**src/rtl/key_note_encoder.sv**
```systemverilog
// Turns keyboard scan bytes into note-on / note-off events with last-note priority.
// Z/X keys step a saturating octave register that is latched only when a note is announced.
module key_note_encoder #(
    parameter int OCT_RESET = 4,
    parameter int OCT_MAX   = 6
) (
    input  logic       clk,
    input  logic       reset,
    // scan_valid is a one-cycle strobe with no back-pressure: every cycle it
    // is high, scan_code is consumed at that posedge.
    input  logic       scan_valid,
    input  logic [7:0] scan_code,
    output logic       note_in,
    output logic [3:0] note,
    output logic [2:0] octave,
    output logic       note_off,
    output logic       key_held,
    output logic [1:0] fsm_state
);

    typedef enum logic [1:0] {
        IDLE    = 2'd0,
        BRK     = 2'd1,
        EXT     = 2'd2,
        EXT_BRK = 2'd3
    } state_t;

    localparam logic [2:0] OCT_RST_V = 3'(OCT_RESET);
    localparam logic [2:0] OCT_MAX_V = 3'(OCT_MAX);
    localparam logic [7:0] CODE_BRK  = 8'hF0;
    localparam logic [7:0] CODE_EXT  = 8'hE0;
    localparam logic [7:0] CODE_DN   = 8'h1A;
    localparam logic [7:0] CODE_UP   = 8'h22;

    state_t     state, state_d;
    logic [2:0] oct_reg, oct_reg_d;
    logic [7:0] held_code, held_code_d;
    logic       key_held_d, note_in_d, note_off_d;
    logic [3:0] note_d;
    logic [2:0] octave_d;
    logic       code_mapped;
    logic [3:0] code_note;

    assign fsm_state = state;

    always_comb begin
        code_mapped = 1'b1;
        code_note   = 4'd0;
        case (scan_code)
            8'h1C: code_note = 4'd0;
            8'h1D: code_note = 4'd1;
            8'h1B: code_note = 4'd2;
            8'h24: code_note = 4'd3;
            8'h23: code_note = 4'd4;
            8'h2B: code_note = 4'd5;
            8'h2C: code_note = 4'd6;
            8'h34: code_note = 4'd7;
            8'h35: code_note = 4'd8;
            8'h33: code_note = 4'd9;
            8'h3C: code_note = 4'd10;
            8'h3B: code_note = 4'd11;
            default: code_mapped = 1'b0;
        endcase
    end

    always_comb begin
        state_d     = state;
        oct_reg_d   = oct_reg;
        held_code_d = held_code;
        key_held_d  = key_held;
        note_d      = note;
        octave_d    = octave;
        note_in_d   = 1'b0;
        note_off_d  = 1'b0;
        if (scan_valid) begin
            case (state)
                IDLE: begin
                    if (scan_code == CODE_BRK) begin
                        state_d = BRK;
                    end else if (scan_code == CODE_EXT) begin
                        state_d = EXT;
                    end else begin
                        if (scan_code == CODE_DN && oct_reg != 3'd0)
                            oct_reg_d = oct_reg - 3'd1;
                        if (scan_code == CODE_UP && oct_reg < OCT_MAX_V)
                            oct_reg_d = oct_reg + 3'd1;
                        // A repeat of the held key is typematic and must not retrigger.
                        if (code_mapped && (!key_held || scan_code != held_code)) begin
                            note_in_d   = 1'b1;
                            note_d      = code_note;
                            octave_d    = oct_reg;
                            key_held_d  = 1'b1;
                            held_code_d = scan_code;
                        end
                    end
                end
                BRK: begin
                    if (scan_code == CODE_BRK) begin
                        state_d = BRK;
                    end else begin
                        state_d = IDLE;
                        if (code_mapped && key_held && scan_code == held_code) begin
                            note_off_d = 1'b1;
                            key_held_d = 1'b0;
                        end
                    end
                end
                EXT: state_d = (scan_code == CODE_BRK) ? EXT_BRK : IDLE;
                EXT_BRK: state_d = IDLE;
            endcase
        end
    end

    always_ff @(posedge clk) begin
        if (!reset) begin
            state     <= IDLE;
            oct_reg   <= OCT_RST_V;
            held_code <= 8'h00;
            key_held  <= 1'b0;
            note      <= 4'd0;
            octave    <= OCT_RST_V;
            note_in   <= 1'b0;
            note_off  <= 1'b0;
        end else begin
            state     <= state_d;
            oct_reg   <= oct_reg_d;
            held_code <= held_code_d;
            key_held  <= key_held_d;
            note      <= note_d;
            octave    <= octave_d;
            note_in   <= note_in_d;
            note_off  <= note_off_d;
        end
    end

endmodule
```
**config.mk**
```make
export PLATFORM = sky130hd
export DESIGN_NAME = key_note_encoder
export DESIGN_NICKNAME = d
export VERILOG_FILES = /design/src/rtl/key_note_encoder.sv
export SDC_FILE = /design/constraint.sdc
export NUM_CORES = 1
export LEC_CHECK = 0
export CORE_ASPECT_RATIO = 1.2
export CORE_MARGIN = 2
export CORE_UTILIZATION = 53
export CTS_BUF_LIST = sky130_fd_sc_hd__clkbuf_8
export DETAILED_ROUTE_END_ITERATION = 7
export DONT_BUFFER_PORTS = 1
export PLACE_DENSITY = 0.76
export RECOVER_POWER = 25
export SLEW_MARGIN = 20
export SYNTH_ARGS = -nofsm -noshare
export SYNTH_HDL_FRONTEND = slang
export SYNTH_SLANG_ARGS = --single-unit
export TNS_END_PERCENT = 30
```
**constraint.sdc**
```tcl
create_clock -name clk -period 2.47 [get_ports clk]
set_input_delay 0.3705 -clock clk [delete_from_list [all_inputs] [get_ports clk]]
set_output_delay 0.3705 -clock clk [all_outputs]
set_load 0.1 [all_outputs]
```
==> flow_summary.json, run 1 <==
{
  "grt_pass1_vias": 1156,
  "worst-path-buf-inv": 1,
  "ys_types": 48,
  "nets": 175,
  "clk_pin_slew_worst_paths_ns": 0.08,
  "fin_cells": 195,
  "syn_nets": 164,
  "synth_cells": 152,
  "grtUsageTotal": 0.211,
  "die_x_um": 50.7,
  "critPathSlowestCell": "clkbuf_1",
  "grt_max_degree": 16,
  "io_pins": 23,
  "min_path_type": "input pin to register",
  "yosysWarnings": 0,
  "worstMarginPinSlew_ns": 1.22,
  "pwr-share-comb": 0.113,
  "cpLargestDelayFamily": "buffers and inverters",
  "n_antenna_cell": 0,
  "drc_errors": 0,
  "ir_worst_vdd_mv": 0.297,
  "drt-initial-drc-count": 16,
  "postCtsSetupBuffers": 0,
  "synth_seq_cells": 23,
  "netlist_area_mm2": 0.00139,
  "cts_buffers": 3,
  "wl_per_cell_um": 14.8,
  "synthFlopType": "dfxtp_1",
  "cpPeakStageDelay_ns": 0.89,
  "htreeDepth": 1,
  "gp_congestion": 0.864,
  "clk_path_buf_depth": 2,
  "fmax_mhz": 542,
  "gr-total-overflow": 0,
  "firstDrtPassIters": 4,
  "cap_viol_max_count": 0,
  "skew_ns": 0.00131,
  "die_y_um": 60.1,
  "power_switching_mw": 0.158,
  "p_clk_frac": 0.329,
  "p_leak_nw": 0.483,
  "path_max_fanout": 2,
  "cts_tree": "yes",
  "viasPerCell": 5.90,
  "intPower_mw": 0.514,
  "cts_resized": 0,
  "worstSetupPathType": "register to output pin",
  "setup_violations": 0,
  "syn2layout_area_growth_pct": 7.30,
  "dr_total_vias": 1151,
  "insertion_delay_ns": 0.26,
  "drive_gt1_frac": 0.191,
  "dp_hpwl_mm": 2.22,
  "rows": 20,
  "status": "complete, no violations",
  "slew_viol_final": 0,
  "crit_chain": "clkbuf_1",
  "post-route-period-util": 0.748,
  "portBuffers": 0,
  "nFillCells": 238,
  "avgSynthCellArea_um2": 9.14,
  "core_mm2": 0.00250,
  "root_buffer": "clkbuf_8",
  "cp-end-kind": "output pin",
  "largest_reg_flops": 8,
  "hold_viol": 0,
  "power_frac_seq": 0.559,
  "dp.cells": 191,
  "ys_seq_area_frac": 0.332,
  "rsz0062_at_grt": "false",
  "die_area_mm2": 0.00305,
  "hold_buffers": 0,
  "clock_sinks": 23,
  "slew_headroom": 0.184,
  "power_density_mw_per_mm2": 450,
  "antenna_found_initial": 0,
  "netSwitchingFraction": 0.235,
  "cp-start-kind": "register",
  "fin_crit_ns": 1.85,
  "start_util": 0.555,
  "final_antenna_net_count": 0,
  "grt_pass1_wl_mm": 4.93,
  "synth-edff-count": 0,
  "reg_top3": "held_code (8), note (4)",
  "async_reset_ff_frac": 0,
  "totalWireLength_mm": 2.88,
  "critPathArrivalTime_ns": 1.48,
  "top_register": "held_code",
  "critPathRequiredTime_ns": 2.10,
  "fin_tns_setup_ns": 0
}
==> final cells by class <==
class,count,area [µm²],share of cell area
multi-input cells,116,850,0.570
clock buffers,3,41.3,0.0277
clock inverters,1,3.75,0.00252
flip-flops and latches,23,460,0.309
inverters,5,18.8,0.0126
repair buffers,14,75.1,0.0504
well taps,33,41.3,0.0277
==> path summary, 6_finish.rpt <==
check / slack [ns] / cells after the start / endpoint / start
max reg2reg: 0.65 / 4 / fsm_state[1] / fsm_state[1]
max: 0.62 / 1 / fsm_state[1] / fsm_state[1]
min reg2reg: 0.46 / 2 / note[0] / note[0]
min: 0.17 / 1 / oct_reg[2] / reset
==> cells by family after synthesis <==
kind of cell | count (synthesis) | synth area share
xor gates and xnor gates | 12 | 0.0757
muxes | 5 | 0.0360
buffers and inverters | 13 | 0.0568
and+or+nand+nor | 61 | 0.252
DFF | 23 | 0.332
adders and majority gates | 1 | 0.0144
AOI/OAI and AO/OA | 37 | 0.233
==> cell usage in the layout, fill, tap and decap left out, types with 4 or more instances in the layout <==
| cell | instances |
|---|---|
| inv_1 | 6 |
| nand3_1 | 11 |
| dfxtp_1 | 23 |
| clkbuf_1 | 8 |
| nand2_1 | 15 |
| o21ai_2 | 5 |
| xnor2_1 | 10 |
| nor3_1 | 5 |
| a21oi_2 | 5 |
| buf_4 | 6 |
| o21ai_0 | 6 |
| a21oi_1 | 4 |
| mux2i_1 | 5 |
| nor2_1 | 8 |
==> cells in the mapped netlist, types with 3 or more instances <==
cell / n / share of area
a21oi_1: 4 / 0.014
a21oi_2: 5 / 0.032
buf_4: 4 / 0.022
dfxtp_1: 23 / 0.33
inv_1: 5 / 0.014
mux2i_1: 5 / 0.036
nand2_1: 15 / 0.041
nand2b_1: 3 / 0.014
nand3_1: 11 / 0.040
nor2_1: 8 / 0.022
nor3_1: 5 / 0.018
o21ai_0: 6 / 0.022
o21ai_2: 5 / 0.032
xnor2_1: 10 / 0.063
==> routing by layer <==
layer	wire, µm	vias up	part of all wire	global-route usage
met3	155	4	0.054	0.0350
met5	0	-	0	0
met2	1430	31	0.50	0.376
met1	1270	546	0.44	0.255
li1	-	570	-	-
met4	28	0	0.0097	0.0811
==> power groups by stage <==
stage	sequential, mW	combinational, mW	clock [mW]
global placement	0.384	0.0741	0
finish	0.375	0.0757	0.221
floorplan	0.392	0.0705	0
global route	0.375	0.0824	0.243
CTS	0.375	0.0762	0.228
detailed placement	0.384	0.0756	0
==> metrics by stage <==
stage	setup slack (ns)	total power [mW]	hold slack, ns	util	cell area [µm²]
2_1_floorplan	0.381	0.462	0.447	-	1390
3_3_place_gp	0.544	0.458	0.436	0.590	1480
3_5_place_dp	0.482	0.459	0.439	0.590	1480
4_1_cts	0.743	0.680	0.166	0.608	1520
5_1_grt	0.550	0.701	0.185	0.596	1490
6_report	0.624	0.671	0.174	0.596	1490
Note: power is estimated with default switching activity, not from simulation.
==> inputs of run 2 (changes only) <==
PLACE_DENSITY = 0.79   (was 0.76)
clock period = 1.65 ns   (was 2.47 ns; I/O delays follow)
==> flow_summary.json, run 2 (same netlist as run 1, synthesis figures left out) <==
{
  "status": "complete, no violations",
  "clk_pin_slew_worst_paths_ns": 0.08,
  "fmax_mhz": 648,
  "reg_top3": "held_code (8), note (4)",
  "dpl_cell_area_mm2": 0.00159,
  "portBuffers": 0,
  "grt_max_degree": 16,
  "firstDrtPassIters": 4,
  "dr_total_vias": 1208,
  "postCtsSetupBuffers": 0,
  "wl_per_cell_um": 15.7,
  "ff_latch_area_um2": 472,
  "start_util": 0.555,
  "root_buffer": "clkbuf_8",
  "gp_congestion": 0.841,
  "io_pins": 23,
  "dp_slack_ns": -0.178,
  "grtUsageTotal": 0.224,
  "antenna_found_initial": 0,
  "ir_worst_vdd_mv": 0.478,
  "rows": 20,
  "fin_cells": 205,
  "cap_viol_max_count": 0,
  "cts_tree": "yes",
  "viasPerCell": 5.89,
  "final_antenna_net_count": 0,
  "worstMarginPinSlew_ns": 0.577,
  "route.met2.wl_mm": 1.57,
  "gr-total-overflow": 0,
  "critPathArrivalTime_ns": 1.70,
  "cts_buffers": 3,
  "power_density_mw_per_mm2": 638,
  "final_cell_mix": "20 x dfxtp_1, 15 x nand2_1, 15 x buf_4",
  "drive_gt1_frac": 0.343,
  "cp-end-kind": "register",
  "htreeDepth": 1,
  "grt_pass1_wl_mm": 5.04,
  "fin_ws_ns": 0.108,
  "min_path_type": "input pin to register",
  "fin_tns_setup_ns": 0,
  "skew_ns": 0.00504,
  "nets": 185,
  "top_register": "held_code",
  "clock_sinks": 23,
  "largest_reg_flops": 8,
  "syn2layout_area_growth_pct": 17.0,
  "insertion_delay_ns": 0.27,
  "post-route-period-util": 0.935,
  "dp_hpwl_mm": 2.40,
  "multi_input_area_um2": 873,
  "total_power_mw": 1.04,
  "p_leak_nw": 0.564,
  "clk_path_buf_depth": 2,
  "die_y_um": 60.1,
  "top_layer": "met4",
  "n_antenna_cell": 0,
  "slew_headroom": 0.615,
  "cp-start-kind": "register",
  "final_common_cell": "dfxtp_1",
  "path_max_fanout": 3,
  "critPathRequiredTime_ns": 1.80,
  "hold_viol": 0,
  "drt-initial-drc-count": 25,
  "fin_util": 0.650,
  "fin_crit_ns": 1.54,
  "grt_pass1_vias": 1146,
  "holdWs_ns": 0.0441,
  "totalWireLength_mm": 3.23,
  "slew_viol_final": 0,
  "die_x_um": 50.7,
  "wl_met1_mm": 1.43,
  "core_mm2": 0.00250,
  "worstSetupPathType": "register to register",
  "wl_met3_um": 173,
  "setup_violations": 0,
  "nFillCells": 204,
  "drc_errors": 0,
  "dp.cells": 201,
  "die_area_mm2": 0.00305,
  "finish.instance_area_mm2": 0.00163
}
==> run 2: cell type report <==
| type | instances | share of cell area |
|---|---|---|
| Clock buffer | 3 | 0.0254 |
| Clock inverter | 1 | 0.00231 |
| Inverter | 5 | 0.0131 |
| Multi-Input combinational cell | 116 | 0.537 |
| Sequential cell | 23 | 0.290 |
| Tap cell | 33 | 0.0254 |
| Timing Repair Buffer | 24 | 0.106 |
==> run 2: power by group <==
part | internal [mW] | switching [mW] | total [mW]
registers | 0.554 | 0.00296 | 0.557
clock network | 0.167 | 0.180 | 0.347
logic | 0.0603 | 0.0728 | 0.133
total | 0.781 | 0.256 | 1.04
==> run 2: critical path, stage by stage, from the launching register on <==
cell and delay, ns:
dfxtp_1 0.33, xnor2_1 0.20, nand3_1 0.13, nor3_2 0.26, o2111ai_1 0.20, o211ai_1 0.20, o31ai_1 0.10
==> run 2: metal layers <==
metal	vias up	track usage
met5	-	0
met1	574	0.269
met2	37	0.385
li1	592	-
met4	0	0.104
met3	5	0.0450
==> run 2: worst paths after layout <==
kind                     start          to  slack (ns)  cells after the start
hold reg to reg      octave[0]   octave[0]        0.48                      2
hold / removal           reset  oct_reg[2]        0.04                      1
setup reg to reg  held_code[5]    key_held        0.11                      6
setup / recovery  held_code[5]    key_held        0.11                      6
==> run 2: repair_timing <==
action / CTS / global route
endpoints found under the setup margin: 0 / 14
hold buffers: 0 / 0
resized for setup: 0 / 3
==> inputs of run 3 (changes only) <==
ABC_AREA = 1   (was default)
==> flow_summary.json, run 3 <==
{
  "dpl_cell_area_mm2": 0.00155,
  "nets": 256,
  "die_y_um": 60.9,
  "hold_depth": 1,
  "fin_tns_setup_ns": 0,
  "synth-edff-count": 0,
  "grtUsageTotal": 0.240,
  "cap_viol_max_count": 0,
  "grt_max_degree": 16,
  "path_max_fanout": 6,
  "min_path_type": "input pin to register",
  "htreeDepth": 1,
  "insertion_delay_ns": 0.27,
  "fmax_mhz": 632,
  "rows": 20,
  "reg_top3": "held_code (8), note (4)",
  "top_register": "held_code",
  "worstMarginPinSlew_ns": 0.565,
  "cpPeakStageDelay_ns": 0.33,
  "drc_errors": 0,
  "synth_seq_cells": 23,
  "yosysTopAreaCell": "dfxtp_1",
  "worstSetupPathType": "register to register",
  "dp.cells": 272,
  "skew_ns": 0.00745,
  "p_leak_nw": 0.740,
  "antenna_found_initial": 0,
  "ys_types": 29,
  "finish.instance_area_mm2": 0.00159,
  "holdWs_ns": 0.0605,
  "status": "complete, no violations",
  "dp_hpwl_mm": 2.62,
  "root_buffer": "clkbuf_8",
  "clk_path_buf_depth": 2,
  "synth_top_area_frac": 0.323,
  "avgSynthCellArea_um2": 6.26,
  "syn2layout_area_growth_pct": 11.1,
  "synth_cells": 228,
  "synth.most_common_cell": "nand2_1",
  "io_pins": 23,
  "dr_total_vias": 1450,
  "nFillCells": 274,
  "min_to": "oct_reg[2]",
  "ys_seq_area_frac": 0.323,
  "netlist_area_mm2": 0.00143,
  "largest_reg_flops": 8,
  "ys_top_cells_by_count": "76 x nand2_1, 27 x inv_1, 27 x nor2_1",
  "ys_top_cells_by_area": "dfxtp_1 32%, nand2_1 20%, inv_1 7.1%",
  "final_cell_mix": "76 x nand2_1, 28 x inv_1, 27 x nor2_1",
  "r2r-end": "held_code[3]",
  "grt_pass1_vias": 1309,
  "slew_viol_final": 0,
  "critPathRequiredTime_ns": 1.85,
  "wl_per_cell_um": 12.4,
  "fin_cells": 276,
  "hold_viol": 0,
  "cp-end-kind": "register",
  "reg2reg_depth": 7,
  "critPathSlowestCell": "dfxtp_1",
  "clk_pin_slew_worst_paths_ns": 0.08,
  "synthFlopType": "dfxtp_1",
  "drive_gt1_frac": 0.148,
  "crit_chain": "xnor2_1 -> nor3b_2 -> nand3_1 -> nand4_4 -> buf_4 -> nand2_1 -> a21oi_1",
  "viasPerCell": 5.25,
  "async_reset_ff_frac": 0,
  "post-route-period-util": 0.958,
  "setup_violations": 0,
  "grt_pass1_wl_mm": 5.59,
  "portBuffers": 0,
  "yosysWarnings": 0,
  "cts_tree": "yes",
  "start_util": 0.559,
  "gp_congestion": 0.953,
  "cts_buffers": 3,
  "hp-start": "reset",
  "drt-initial-drc-count": 59,
  "hold_buffers": 0,
  "fin_crit_ns": 1.58,
  "die_area_mm2": 0.00313,
  "cp-start-kind": "register",
  "syn_nets": 240,
  "slew_headroom": 0.623,
  "die_x_um": 51.4,
  "clock_sinks": 23,
  "regToRegSetupSlack_ns": 0.07,
  "totalWireLength_mm": 3.41,
  "reg2reg_from": "held_code[1]",
  "gr-total-overflow": 0,
  "core_mm2": 0.00255,
  "final_antenna_net_count": 0,
  "final_common_cell": "nand2_1",
  "firstDrtPassIters": 4,
  "critPathArrivalTime_ns": 1.78,
  "n_antenna_cell": 0,
  "power_density_mw_per_mm2": 733,
  "ir_worst_vdd_mv": 0.613
}
run 3: cell types whose count changed after synthesis, sizes merged, moves of 3 or more:
| cell | change |
|---|---|
| a21oi | +7 |
| buf | -4 |
| inv | +25 |
| mux2i | -5 |
| nand2 | +63 |
| nand2b | -3 |
| nand3 | +3 |
| nand3b | -3 |
| nor2 | +21 |
| o21ai | -5 |
| xnor2 | -7 |
run 3: worst max path at each step:
| stage | end | start |
|---|---|---|
| 2_1_floorplan | held_code[1] | key_held |
| 3_3_place_gp | oct_reg[1] | scan_code[2] |
| 3_5_place_dp | oct_reg[2] | scan_code[2] |
| 4_1_cts | held_code[3] | held_code[1] |
| 5_1_grt | held_code[3] | held_code[2] |
| 6_report | held_code[3] | held_code[1] |
run 3: through the flow:
stage,util,setup WS [ns],power [mW]
4_1_cts,0.625,0.0944,1.16
5_1_grt,0.622,-0.0346,1.21
3_5_place_dp,0.608,0.0260,0.823
2_1_floorplan,-,0.0143,0.789
6_report,0.622,0.0686,1.16
3_3_place_gp,0.608,0.0476,0.822
run 3: kinds of logic after synthesis:
logic type               count (synthesis)  synth area share
adder cells (fa/ha/maj)                  1            0.0140
AND/OR/NAND/NOR                        137             0.425
flip-flops                              23             0.323
XOR/XNOR                                 5            0.0307
AO/OA/AOI/OAI                           25            0.0947
buffers and inverters                   37             0.113
run 3: area by class of cell:
type,count,area (µm²),area share
multi-input cells,168,816,0.514
well taps,33,41.3,0.0260
repair buffers,16,100,0.0631
inverters,32,120,0.0757
clock buffers,3,41.3,0.0260
flip-flops and latches,23,464,0.293
clock inverters,1,3.75,0.00237
run 3: report_power, final:
| part | switching (mW) | internal (mW) |
|---|---|---|
| clock network | 0.184 | 0.167 |
| logic | 0.176 | 0.0589 |
| registers | 0.00971 | 0.569 |
| total | 0.369 | 0.794 |
run 3: what timing repair did:
item                                    in CTS  in global routing
endpoints found under the setup margin       0                  8
hold endpoints to repair                     0                  0
resized for setup                            0                  2
setup buffers                                0                  0
run 3: worst max-delay path, delay by kind of cell (launching register included):
| kind | cells | cell delay, ns |
|---|---|---|
| simple gates | 4 | 0.63 |
| flops | 1 | 0.33 |
| xor+xnor | 1 | 0.22 |
| compound gates | 1 | 0.17 |
| buf+inv | 1 | 0.16 |
run 3: per-layer routing:
metal / vias to the layer above / GRT usage / share of wire
met1: 654 / 0.288 / 0.43
met2: 45 / 0.429 / 0.49
met3: 7 / 0.0394 / 0.053
met5: - / 0 / 0
li1: 744 / - / -
met4: 0 / 0.0977 / 0.020
